## src/rtl/vliw_bundle_queue.sv

```systemverilog
// Decode-stage bundle queue for the 4-lane VLIW core: FIFO + Decode register with NOP expansion.
// Latency: 1 cycle bypass when empty and unstalled, otherwise head loads on the first advancing edge.
// Backpressure: BundleReadyF drops only when the FIFO is full or in reset; StallD never blocks pushes.

package vliw_cfg_pkg;
    typedef struct packed {
        int unsigned XLEN;
    } cvw_t;

    localparam cvw_t VLIW_DEFAULT_CFG = '{XLEN: 32};
endpackage

// Generic circular FIFO with separate count and synchronous clear.
// Latency: head entry visible combinationally the cycle after its push.
// Backpressure: none internal; the caller must never push when full or pop when empty.
module vliw_bq_fifo #(
    parameter int WIDTH = 8,
    parameter int DEPTH = 4,
    localparam int AW   = $clog2(DEPTH),
    localparam int CW   = $clog2(DEPTH + 1)
) (
    input  logic             clk,
    input  logic             rst_n,
    input  logic             i_flush,
    input  logic             i_push_vld,
    input  logic [WIDTH-1:0] i_push_dat,
    input  logic             i_pop_rdy,
    output logic [WIDTH-1:0] o_head_dat,
    output logic [CW-1:0]    o_count
);
    localparam logic [AW-1:0] PTR_ONE = AW'(1);
    localparam logic [CW-1:0] CNT_ONE = CW'(1);

    logic [WIDTH-1:0] r_mem [DEPTH];
    logic [AW-1:0]    r_wr_ptr;
    logic [AW-1:0]    r_rd_ptr;
    logic [CW-1:0]    r_count;

    // Data array is deliberately unreset; it is only read while count > 0.
    always_ff @(posedge clk) begin
        if (i_push_vld) begin
            r_mem[r_wr_ptr] <= i_push_dat;
        end
    end

    always_ff @(posedge clk) begin
        if (!rst_n || i_flush) begin
            r_wr_ptr <= '0;
            r_rd_ptr <= '0;
            r_count  <= '0;
        end else begin
            if (i_push_vld) begin
                r_wr_ptr <= r_wr_ptr + PTR_ONE;
            end
            if (i_pop_rdy) begin
                r_rd_ptr <= r_rd_ptr + PTR_ONE;
            end
            case ({i_push_vld, i_pop_rdy})
                2'b10:   r_count <= r_count + CNT_ONE;
                2'b01:   r_count <= r_count - CNT_ONE;
                default: r_count <= r_count;
            endcase
        end
    end

    assign o_head_dat = r_mem[r_rd_ptr];
    assign o_count    = r_count;
endmodule

module vliw_bundle_queue
    import vliw_cfg_pkg::*;
#(
    parameter cvw_t P     = VLIW_DEFAULT_CFG,
    parameter int   DEPTH = 4
) (
    input  logic                         clk,
    input  logic                         reset,
    input  logic [127:0]                 BundleF,
    input  logic [3:0]                   SlotMaskF,
    input  logic [P.XLEN-1:0]            BundlePCF,
    input  logic                         BundleValidF,
    output logic                         BundleReadyF,
    input  logic                         StallD,
    input  logic                         FlushD,
    output logic [31:0]                  InstrD_0,
    output logic [31:0]                  InstrD_1,
    output logic [31:0]                  InstrD_2,
    output logic [31:0]                  InstrD_3,
    output logic                         InstrValidD_0,
    output logic                         InstrValidD_1,
    output logic                         InstrValidD_2,
    output logic                         InstrValidD_3,
    output logic [P.XLEN-1:0]            PCD,
    output logic [$clog2(DEPTH+1)-1:0]   Occupancy
);
    localparam int XLEN = P.XLEN;
    localparam int CW   = $clog2(DEPTH + 1);
    localparam logic [CW-1:0] DEPTH_C = CW'(DEPTH);
    localparam logic [31:0]   NOP     = 32'h0000_0013;

    typedef struct packed {
        logic [XLEN-1:0] pc;
        logic [3:0]      mask;
        logic [127:0]    bundle;
    } bq_entry_t;

    bq_entry_t        w_push_entry;
    bq_entry_t        w_head;
    bq_entry_t        w_src;
    logic [CW-1:0]    w_count;
    logic             w_push;
    logic             w_adv;
    logic             w_pop;
    logic             w_bypass;
    logic             w_fifo_push;

    logic [3:0][31:0] r_instr;
    logic [3:0]       r_vld;
    logic [XLEN-1:0]  r_pc;

    assign w_push_entry = '{pc: BundlePCF, mask: SlotMaskF, bundle: BundleF};

    assign BundleReadyF = (w_count < DEPTH_C) & reset;
    assign w_push       = BundleValidF & BundleReadyF & ~FlushD;
    assign w_adv        = ~StallD & ~FlushD;
    assign w_pop        = w_adv & (w_count != '0);
    // An empty queue hands the incoming bundle straight to Decode without touching the FIFO.
    assign w_bypass     = w_adv & (w_count == '0) & w_push;
    assign w_fifo_push  = w_push & ~w_bypass;
    assign w_src        = w_pop ? w_head : w_push_entry;

    vliw_bq_fifo #(
        .WIDTH ($bits(bq_entry_t)),
        .DEPTH (DEPTH)
    ) u_fifo (
        .clk        (clk),
        .rst_n      (reset),
        .i_flush    (FlushD),
        .i_push_vld (w_fifo_push),
        .i_push_dat (w_push_entry),
        .i_pop_rdy  (w_pop),
        .o_head_dat (w_head),
        .o_count    (w_count)
    );

    always_ff @(posedge clk) begin
        if (!reset) begin
            r_instr <= {4{NOP}};
            r_vld   <= '0;
            r_pc    <= '0;
        end else if (FlushD || (w_adv && !(w_pop || w_bypass))) begin
            // Bubble keeps the last PC so lane PCs stay meaningful for debug.
            r_instr <= {4{NOP}};
            r_vld   <= '0;
        end else if (w_pop || w_bypass) begin
            for (int i = 0; i < 4; i++) begin
                r_instr[i] <= w_src.mask[i] ? w_src.bundle[32*i +: 32] : NOP;
            end
            r_vld <= w_src.mask;
            r_pc  <= w_src.pc;
        end
    end

    assign InstrD_0      = r_instr[0];
    assign InstrD_1      = r_instr[1];
    assign InstrD_2      = r_instr[2];
    assign InstrD_3      = r_instr[3];
    assign InstrValidD_0 = r_vld[0];
    assign InstrValidD_1 = r_vld[1];
    assign InstrValidD_2 = r_vld[2];
    assign InstrValidD_3 = r_vld[3];
    assign PCD           = r_pc;
    assign Occupancy     = w_count;
endmodule

```

## config.mk

```make
export PLATFORM = sky130hd
export DESIGN_NAME = vliw_bundle_queue
export DESIGN_NICKNAME = d
export VERILOG_FILES = /design/src/rtl/vliw_bundle_queue.sv
export SDC_FILE = /design/constraint.sdc
export NUM_CORES = 1
export LEC_CHECK = 0
export ABC_AREA = 1
export BUFFER_PORTS_ARGS = -buffer_cell sky130_fd_sc_hd__buf_2
export CAP_MARGIN = 5
export CORE_MARGIN = 3
export CORE_UTILIZATION = 41
export CTS_BUF_LIST = sky130_fd_sc_hd__clkbuf_4
export DETAILED_ROUTE_END_ITERATION = 10
export GPL_ROUTABILITY_DRIVEN = 0
export PLACE_DENSITY = 0.67
export SETUP_SLACK_MARGIN = 0.15
export SYNTH_ARGS = -nofsm -noshare
export SYNTH_HDL_FRONTEND = slang
export SYNTH_SLANG_ARGS = --single-unit
```

## constraint.sdc

```tcl
create_clock -name clk -period 16.5 [get_ports clk]
set_clock_uncertainty 0.05 [all_clocks]
set_input_delay 3.3 -clock clk [delete_from_list [all_inputs] [get_ports clk]]
set_output_delay 3.3 -clock clk [all_outputs]
set_load 0.03 [all_outputs]
```

==> After elaboration in Yosys (flattened, before gate mapping) <==
Memories as Yosys holds them, arrays and structs flattened. A register that Yosys moved wholly into a read port is not among the register bits.
Index checks and enable logic that the tools add are counted.
{ "word_totals": {"register_bits": 171, "ram_bits": 656, "inputBits": 169, "output_inout_bits": 168, "n_memories": 1} }
{ "mem_list": {"columns": ["name", "words", "word_bits", "read_ports", "rd_ports_with_merged_regs", "write_ports", "line_no", "rtl"], "rows": [
  ["u_fifo.r_mem", 4, 164, 1, 1, 1, "34", "logic [WIDTH-1:0] r_mem [DEPTH];"]
]} }
{ "op_classes": {"add_sub_neg": 4, "n_lt_le_gt_ge": 1, "n_eq_ne": 2, "muxes": 10, "n_bitwise": 13, "n_reduce_logical": 11} }
{ "ops": {"columns": ["operator", "count"], "rows": [
  ["2-to-1 mux 164 bit", 1],
  ["2-to-1 mux 32 bit", 4],
  ["bitwise AND 1 bit", 8],
  ["case mux 3 bit (2 select lines)", 1],
  ["inverter 1 bit", 5],
  ["adder 2 x 1 -> 2 bit, second input constant", 2],
  ["2-to-1 mux 2 bit", 2],
  ["adder 3 x 1 -> 3 bit, second input constant", 1],
  ["logical NOT 3 bit", 1],
  ["logical OR 1 bit", 3],
  ["< comparator 3 bit, second input constant", 1],
  ["nonzero test 3 bit", 1],
  ["subtractor 3 x 1 -> 3 bit, second input constant", 1],
  ["== test 2 x 1 -> 1 bit, second input constant", 1],
  ["== test 2 bit, second input constant", 1],
  ["logical NOT 1 bit", 2],
  ["2-to-1 mux 1 bit", 2],
  ["AND reduction 2 bit", 1],
  ["nonzero test 2 bit", 1],
  ["OR reduction 2 bit", 1],
  ["logical AND 1 bit", 1]
]} }

==> Longest topological paths before layout <==
Gate-level depths: netlist of run 1.
{ "depth": {"depth_word": 11, "mapped_depth": 14, "ltp_nobuf": 13} }

==> Hierarchy <==
From an unflattened synthesis of run 1, not the netlist that was laid out.
{ "unflattened": {"hier_cells": 2894, "hier_area_um2": 32781.4} }
{ "by_module_without_submodules": {"columns": ["module", "instances", "cells_each", "area_each_um2", "seq_area_each_um2"], "rows": [
  ["vliw_bq_fifo", 1, 1645, 24591.1, 19879.1],
  ["vliw_bundle_queue", 1, 1249, 8190.4, 3283.1]
]} }

==> Least setup slack after synthesis of run 1 <==
No wires, ideal clock.
{ "synth_path": {"path_kind": "input to register", "from": "input FlushD", "to": "memory u_fifo.r_mem[0][0] (netlist name) (enable)", "arrival_ns": 10.630, "required_ns": 15.759, "setup_slack_ns": 5.129, "cell_stages": 7, "n_path_buf": 0, "path_cell_list": "inv_1 nand2_1 inv_2 nand2_1 inv_1 nand2_1 nor2_1"} }
{ "synth_via": {"elab_chain_len": 8, "word_cells_on_any_way": 9} }
{ "synth_rtl": {"columns": ["item", "line_no", "rtl"], "rows": [
  ["start: declaration", "84", "input logic FlushD,"],
  ["inverter 1 bit *", "124, 125", null],
  ["bitwise AND 1 bit", "125", "assign w_adv = ~StallD & ~FlushD;"],
  ["bitwise AND 1 bit (2 in a row)", "128", "assign w_bypass = w_adv & (w_count == '0) & w_push;"],
  ["inverter 1 bit", "129", "assign w_fifo_push = w_push & ~w_bypass;"],
  ["bitwise AND 1 bit *", "129", null],
  ["2-to-1 mux 1 bit *", "41", "if (i_push_vld) begin"],
  ["2-to-1 mux 1 bit (not written as such) *", "42", "r_mem[r_wr_ptr] <= i_push_dat;"],
  ["end: declaration", "34", null]
]} }
Mark *: on every way between the ends. The rest lies on a longest branch, timed or not.

==> Final worst setup path of run 1 <==
{ "layout_path": {"from": "input reset", "to": "output BundleReadyF"} }
{ "layout_via": {"elab_chain_len": 1} }
{ "layout_rtl": {"columns": ["item", "line_no", "rtl"], "rows": [
  ["start: declaration", "77", "input logic reset,"],
  ["bitwise AND 1 bit", "123", "assign BundleReadyF = (w_count < DEPTH_C) & reset;"],
  ["end: declaration", "82", "output logic BundleReadyF,"]
]} }
Every way passes these cells.

==> run metrics, run 1 <==
Synthesis Warnings 0; port buffer count 336; vias in the first global route roughly 25000; TNS Setup 0 ps; via count around 25000; Worst EP required 13150 ps; first-pass GRT wire length 137000 um; # resized after CTS 0; outcome finished, final reports clean; Cell Area, Placed 36990 um^2; Setup WS post-layout 8925 ps; max cap viols 0; most frequent cells in the layout nand2_1 (1335), edfxtp_1 (656), inv_1 (488), buf_2 (336), clkbuf_4 (330); Avg Cell Area, Syn about 9.7 um^2; cts hold-fix bufs 0; Worst Min Path Start InstrD_3[30]; share of the core filled with cells between 40% and 50%; CTS Buf Count 211; leakage 17.32 nW; hold slack final slightly above 400 ps; FF-to-FF End InstrD_1[20]; WL final 88230 um; Worst Hold Depth 2; CP Class in2out; DR pass1 iterations 8; post-synth cell types 24; Site Rows 105; sequential share of power 54.4%; Worst Tran Pin Value between 1000 and 1500 ps; drc violations 0; Worst Hold Endpoint InstrD_3[30]; Seq/Total Area, Yosys between 60% and 70%; Worst Hold Class reg2reg; Die W 295.8 um; Final nets between 4000 and 5000; Slew HR 24.90%; Clock Sink Count 829; drt first-iter violations roughly 1700; chip height slightly below 300 um; Final Cycle Share a little under half; Syn Nets 3736; Worst Path Arrival 4230 ps; P&R area growth vs syn 15.61%; RSZ-0062 raised after global routing false; part of the power in combinational logic approximately 3.4%; Setup WS pre-CTS around 9000 ps; Max VDD drop 0.00005866 V; Setup crit start kind input pin; footprint of the multi-input gates between 8000 and 9000 um^2; CTS tree yes; clock share of power a little over two fifths; initial antenna violation count 12; H-Tree Depth 4; Bufs on Longest Clock Path 3; crit path from reset; CP endpoint kind output port; fmax ~0.13 GHz; FF+latch count, synth between 800 and 900; net switching power 0.0009456 W; DP HPWL 48100 um; Storage cell area between 20000 and 25000 um^2; Core ar. 82640 um^2; buffers inserted by post-CTS timing repair 0; Final ANT Viol Nets 0; All-Layer GR Usage around a fifth; post-DR wirelength/cell ~17 um; Power Density 105.1 nW/um^2; num ports 337; Root Driver clkbuf_4; worst r2r src u_fifo.o_count[0]; Int Pwr 0.003238 W; Post-Syn Area 34440 um^2; Clk pin slew, worst setup/hold paths 60 ps; Sw Share 22.60%; total gr overflow 0; r2r setup slk roughly 12000 ps; final hold vios 0; commonest non-fill, non-tap cell in the layout nand2_1; share of cells above drive strength 1 18.16%; Die ar. 87520 um^2; cells after synthesis roughly 3600; layout filler cell count 7706; min cycle time layout 7575 ps; R2R cell count 9; Final Max Slew Viols 0; vias per cell 4.837; pin count of the biggest net entering global routing 191; Initial Util a little over two fifths; final instance area 39820 um^2; final setup fails 0; crit-path max FO 34; Clock Latency Late Sink 1040 ps
==> power groups by stage <==
| stage | clock (W) | combinational [W] | sequential, W |
|---|---|---|---|
| global placement | 0 | 0.000140 | 0.00232 |
| global route | 0.00194 | 0.000159 | 0.00228 |
| detailed placement | 0 | 0.000142 | 0.00232 |
| finish | 0.00177 | 0.000142 | 0.00228 |
| CTS | 0.00182 | 0.000143 | 0.00228 |
| floorplan | 0 | 0.0000595 | 0.00233 |
==> per-stage QoR <==
stage	std cells	power, W
floorplan	3561	0.002394
global placement	4808	0.002461
detailed placement	4808	0.002463
CTS	5205	0.004242
global route	5212	0.004369
finish	5216	0.004183
==> cell usage after synthesis (all sizes together) <==
cell,instances,share of area [%]
o21ai,115,1.7
o21a,1,0.022
ha,5,0.18
fa,1,0.058
clkbuf,119,1.3
a21oi,193,2.8
or2,12,0.22
nand3,274,4.0
nor2,76,0.86
buf,73,1.1
o22ai,32,0.58
dfxtp,173,10
edfxtp,656,57
nand2,1339,15
inv,492,5.4
==> worst max-delay path, stage by stage <==
cell and delay [ps]:
buf_2 530, inv_1 90, nor2_1 100, buf_2 200
==> logic make-up (layout without fill, tap and decap cells) <==
family	count (synthesis)	after routing	share of synthesized area (%)
AOI/OAI and AO/OA	341	341	5.090
adders and majority gates	6	6	0.2398
buffers and inverters	684	1258	7.753
DFF	829	829	67.25
other	0	11	0
and+or+nand+nor	1701	1701	19.67
==> sequential cells by signal, summed over array words and instances (netlist names), named ones only <==
signal and cells:
PCD 32, InstrD_2 32, u_fifo.r_rd_ptr 2, u_fifo.r_mem 656, InstrD_3 32, InstrD_0 32
InstrD_1 32, u_fifo.r_wr_ptr 2, r_vld 4, u_fifo.o_count 3
==> final cells by class <==
cell class                      count  area share (%)
Tap cell                         1070           3.362
Antenna cell                       11         0.06913
Clock inverter                     67          0.8044
Timing Repair Buffer              369           4.877
Multi-Input combinational cell   2048           21.79
Inverter                          492           4.682
Sequential cell                   829           58.19
Clock buffer                      330           6.222
==> routing by layer <==
layer,GRT usage [%],routed length [um],vias to the layer above
met5,0,7,-
met1,26.42,38440,11860
met3,4.456,6162,168
met4,7.836,2084,2
li1,-,-,12370
met2,32.80,41530,834
==> worst max path at each step <==
stage | to | slack, ps | depth (start not counted)
after global routing | BundleReadyF | 8850 | 4
final | BundleReadyF | 8920 | 4
after floorplan | u_fifo.r_mem[0][0] | 5130 | 7
after detailed placement | BundleReadyF | 8920 | 4
after global placement | BundleReadyF | 8900 | 4
after CTS | BundleReadyF | 8920 | 4
No activity file was read; power rests on OpenSTA's default activity.
==> run 2: changes to the inputs <==
--- a/config.mk
+++ b/config.mk
@@ -13,7 +13,7 @@
 export CTS_BUF_LIST = sky130_fd_sc_hd__clkbuf_4
 export DETAILED_ROUTE_END_ITERATION = 10
 export GPL_ROUTABILITY_DRIVEN = 0
-export PLACE_DENSITY = 0.67
+export PLACE_DENSITY = 0.69
 export SETUP_SLACK_MARGIN = 0.15
 export SYNTH_ARGS = -nofsm -noshare
 export SYNTH_HDL_FRONTEND = slang
==> constraint.sdc (replaced) <==
create_clock -name clk -period 6.8 [get_ports clk]
set_clock_uncertainty 0.05 [all_clocks]
set_input_delay 1.36 -clock clk [delete_from_list [all_inputs] [get_ports clk]]
set_output_delay 1.36 -clock clk [all_outputs]
set_load 0.03 [all_outputs]
==> run metrics, run 2 (same netlist as run 1, synthesis figures left out) <==
outcome finished, final reports clean; Int Pwr 0.007901 W; Max VDD drop 0.0001459 V; P&R area growth vs syn 15.89%; Setup crit start kind input pin; share of cells above drive strength 1 18.16%; CP Class in2out; DP HPWL 49660 um; min cycle time layout roughly 3700 ps; Clock Sink Count slightly above 800; leakage about 17 nW; CP endpoint kind output port; num ports 337; drc violations 0; max reg flops 656; Clk pin slew, worst setup/hold paths ~50 ps; Setup WS pre-CTS 2312 ps; vias per cell 4.831; port buffer count 336; Die ar. 87520 um^2; Setup WS post-layout between 3000 and 4000 ps; footprint of the multi-input gates 8673 um^2; clock share of power 42.5%; crit-path max FO 34; most used cell, CP buf_2; Clock Latency Late Sink ~1100 ps; drt first-iter violations 1574; Final ANT Viol Nets 0; Final Max Slew Viols 0; net switching power 0.002310 W; DR pass1 iterations 5; Worst Hold Class reg2reg; Site Rows 105; Total Power between 0.01 and 0.015 W; H-Tree Depth 4; Initial Util 41.68%; chip height 295.8 um; part of the power in combinational logic 3.4%; Bufs on Longest Clock Path 3; CTS tree yes; Root Driver clkbuf_4; Worst Tran Pin Value 1213 ps; via count 25200; r2r setup slk 3140 ps; Slew HR about a fifth; fmax 0.2702 GHz; All-Layer GR Usage 20.22%; Largest Register u_fifo.r_mem; post-DR wirelength/cell 16.98 um; WL final 88580 um; buffers inserted by post-CTS timing repair 0; Worst Path Arrival between 2000 and 2500 ps; sequential share of power 54.1%; Final Cycle Share a little over half; Sw Share 22.62%; Storage cell area 23170 um^2; first-pass GRT wire length 136100 um; # resized after CTS 0; layout filler cell count 7564; cts hold-fix bufs 0; initial antenna violation count 19; total gr overflow 0; CTS Buf Count roughly 210; commonest non-fill, non-tap cell in the layout nand2_1; TNS Setup 0 ps; final hold vios 0; CP peak stage delay ~540 ps; RSZ-0062 raised after global routing false; vias in the first global route 24450; worst-path cell chain buf_2 -> inv_1 -> nor2_1 -> buf_2; max cap viols 0; Critical-path top delay cell buf_2; Worst EP required ~5400 ps; pin count of the biggest net entering global routing just under 200; final setup fails 0; Die W 295.8 um; Power Density approximately 260 nW/um^2; most frequent cells in the layout nand2_1 (1337), edfxtp_1 (656), inv_1 (488), buf_2 (336), clkbuf_4 (335); Final nets 4124; Core ar. approximately 83000 um^2
-- run 2: worst paths after layout --
check	start	to	cells past startpoint
max	reset	BundleReadyF	4
min	InstrD_3[22]	InstrD_3[22]	2
max reg2reg	flop	InstrD_3[20]	9
min reg2reg	InstrD_3[22]	InstrD_3[22]	2
-- run 2: power groups by stage --
stage	registers, W	logic, W	clock network (W)
after CTS	0.00552	0.000349	0.00448
final	0.00552	0.000347	0.00434
after detailed placement	0.00563	0.000347	0
after global placement	0.00563	0.000343	0
after global routing	0.00552	0.000388	0.00477
after floorplan	0.00566	0.000145	0
-- run 2: worst max-delay path, delay by kind of cell --
kind / cells / cell delay (ps)
buffers and inverters: 3 / 830
AND/OR/NAND/NOR: 1 / 100
-- run 2: final cells by class --
cell class                      instances  share of cell area (%)
Multi-Input combinational cell       2048                   21.73
Tap cell                             1070                   3.354
Sequential cell                       829                   58.05
Clock inverter                         67                  0.8683
Inverter                              492                   4.671
Antenna cell                           10                 0.06269
Clock buffer                          335                   6.301
Timing Repair Buffer                  365                   4.965
-- run 2: per-layer routing --
| layer | up-vias | track usage (%) | wire, um | share of wire (%) |
|---|---|---|---|---|
| met1 | 11880 | 26.26 | 38430 | 43 |
| met5 | - | 0 | 53 | 0.060 |
| li1 | 12390 | - | - | - |
| met3 | 112 | 5.707 | 6938 | 7.8 |
| met4 | 8 | 6.709 | 1479 | 1.7 |
| met2 | 817 | 32.79 | 41670 | 47 |
-- run 2: per-stage QoR --
stage | hold WS (ps) | area [um^2] | util (%) | cells
after detailed placement | 402.7 | 37000 | 44.78 | 4803
after global placement | 401.1 | 37000 | 44.78 | 4803
final | 410.1 | 39910 | 48.30 | 5216
after floorplan | 385.6 | 34450 | - | 3561
after global routing | 342.9 | 39900 | 48.29 | 5212
after CTS | 303.7 | 39860 | 48.24 | 5205
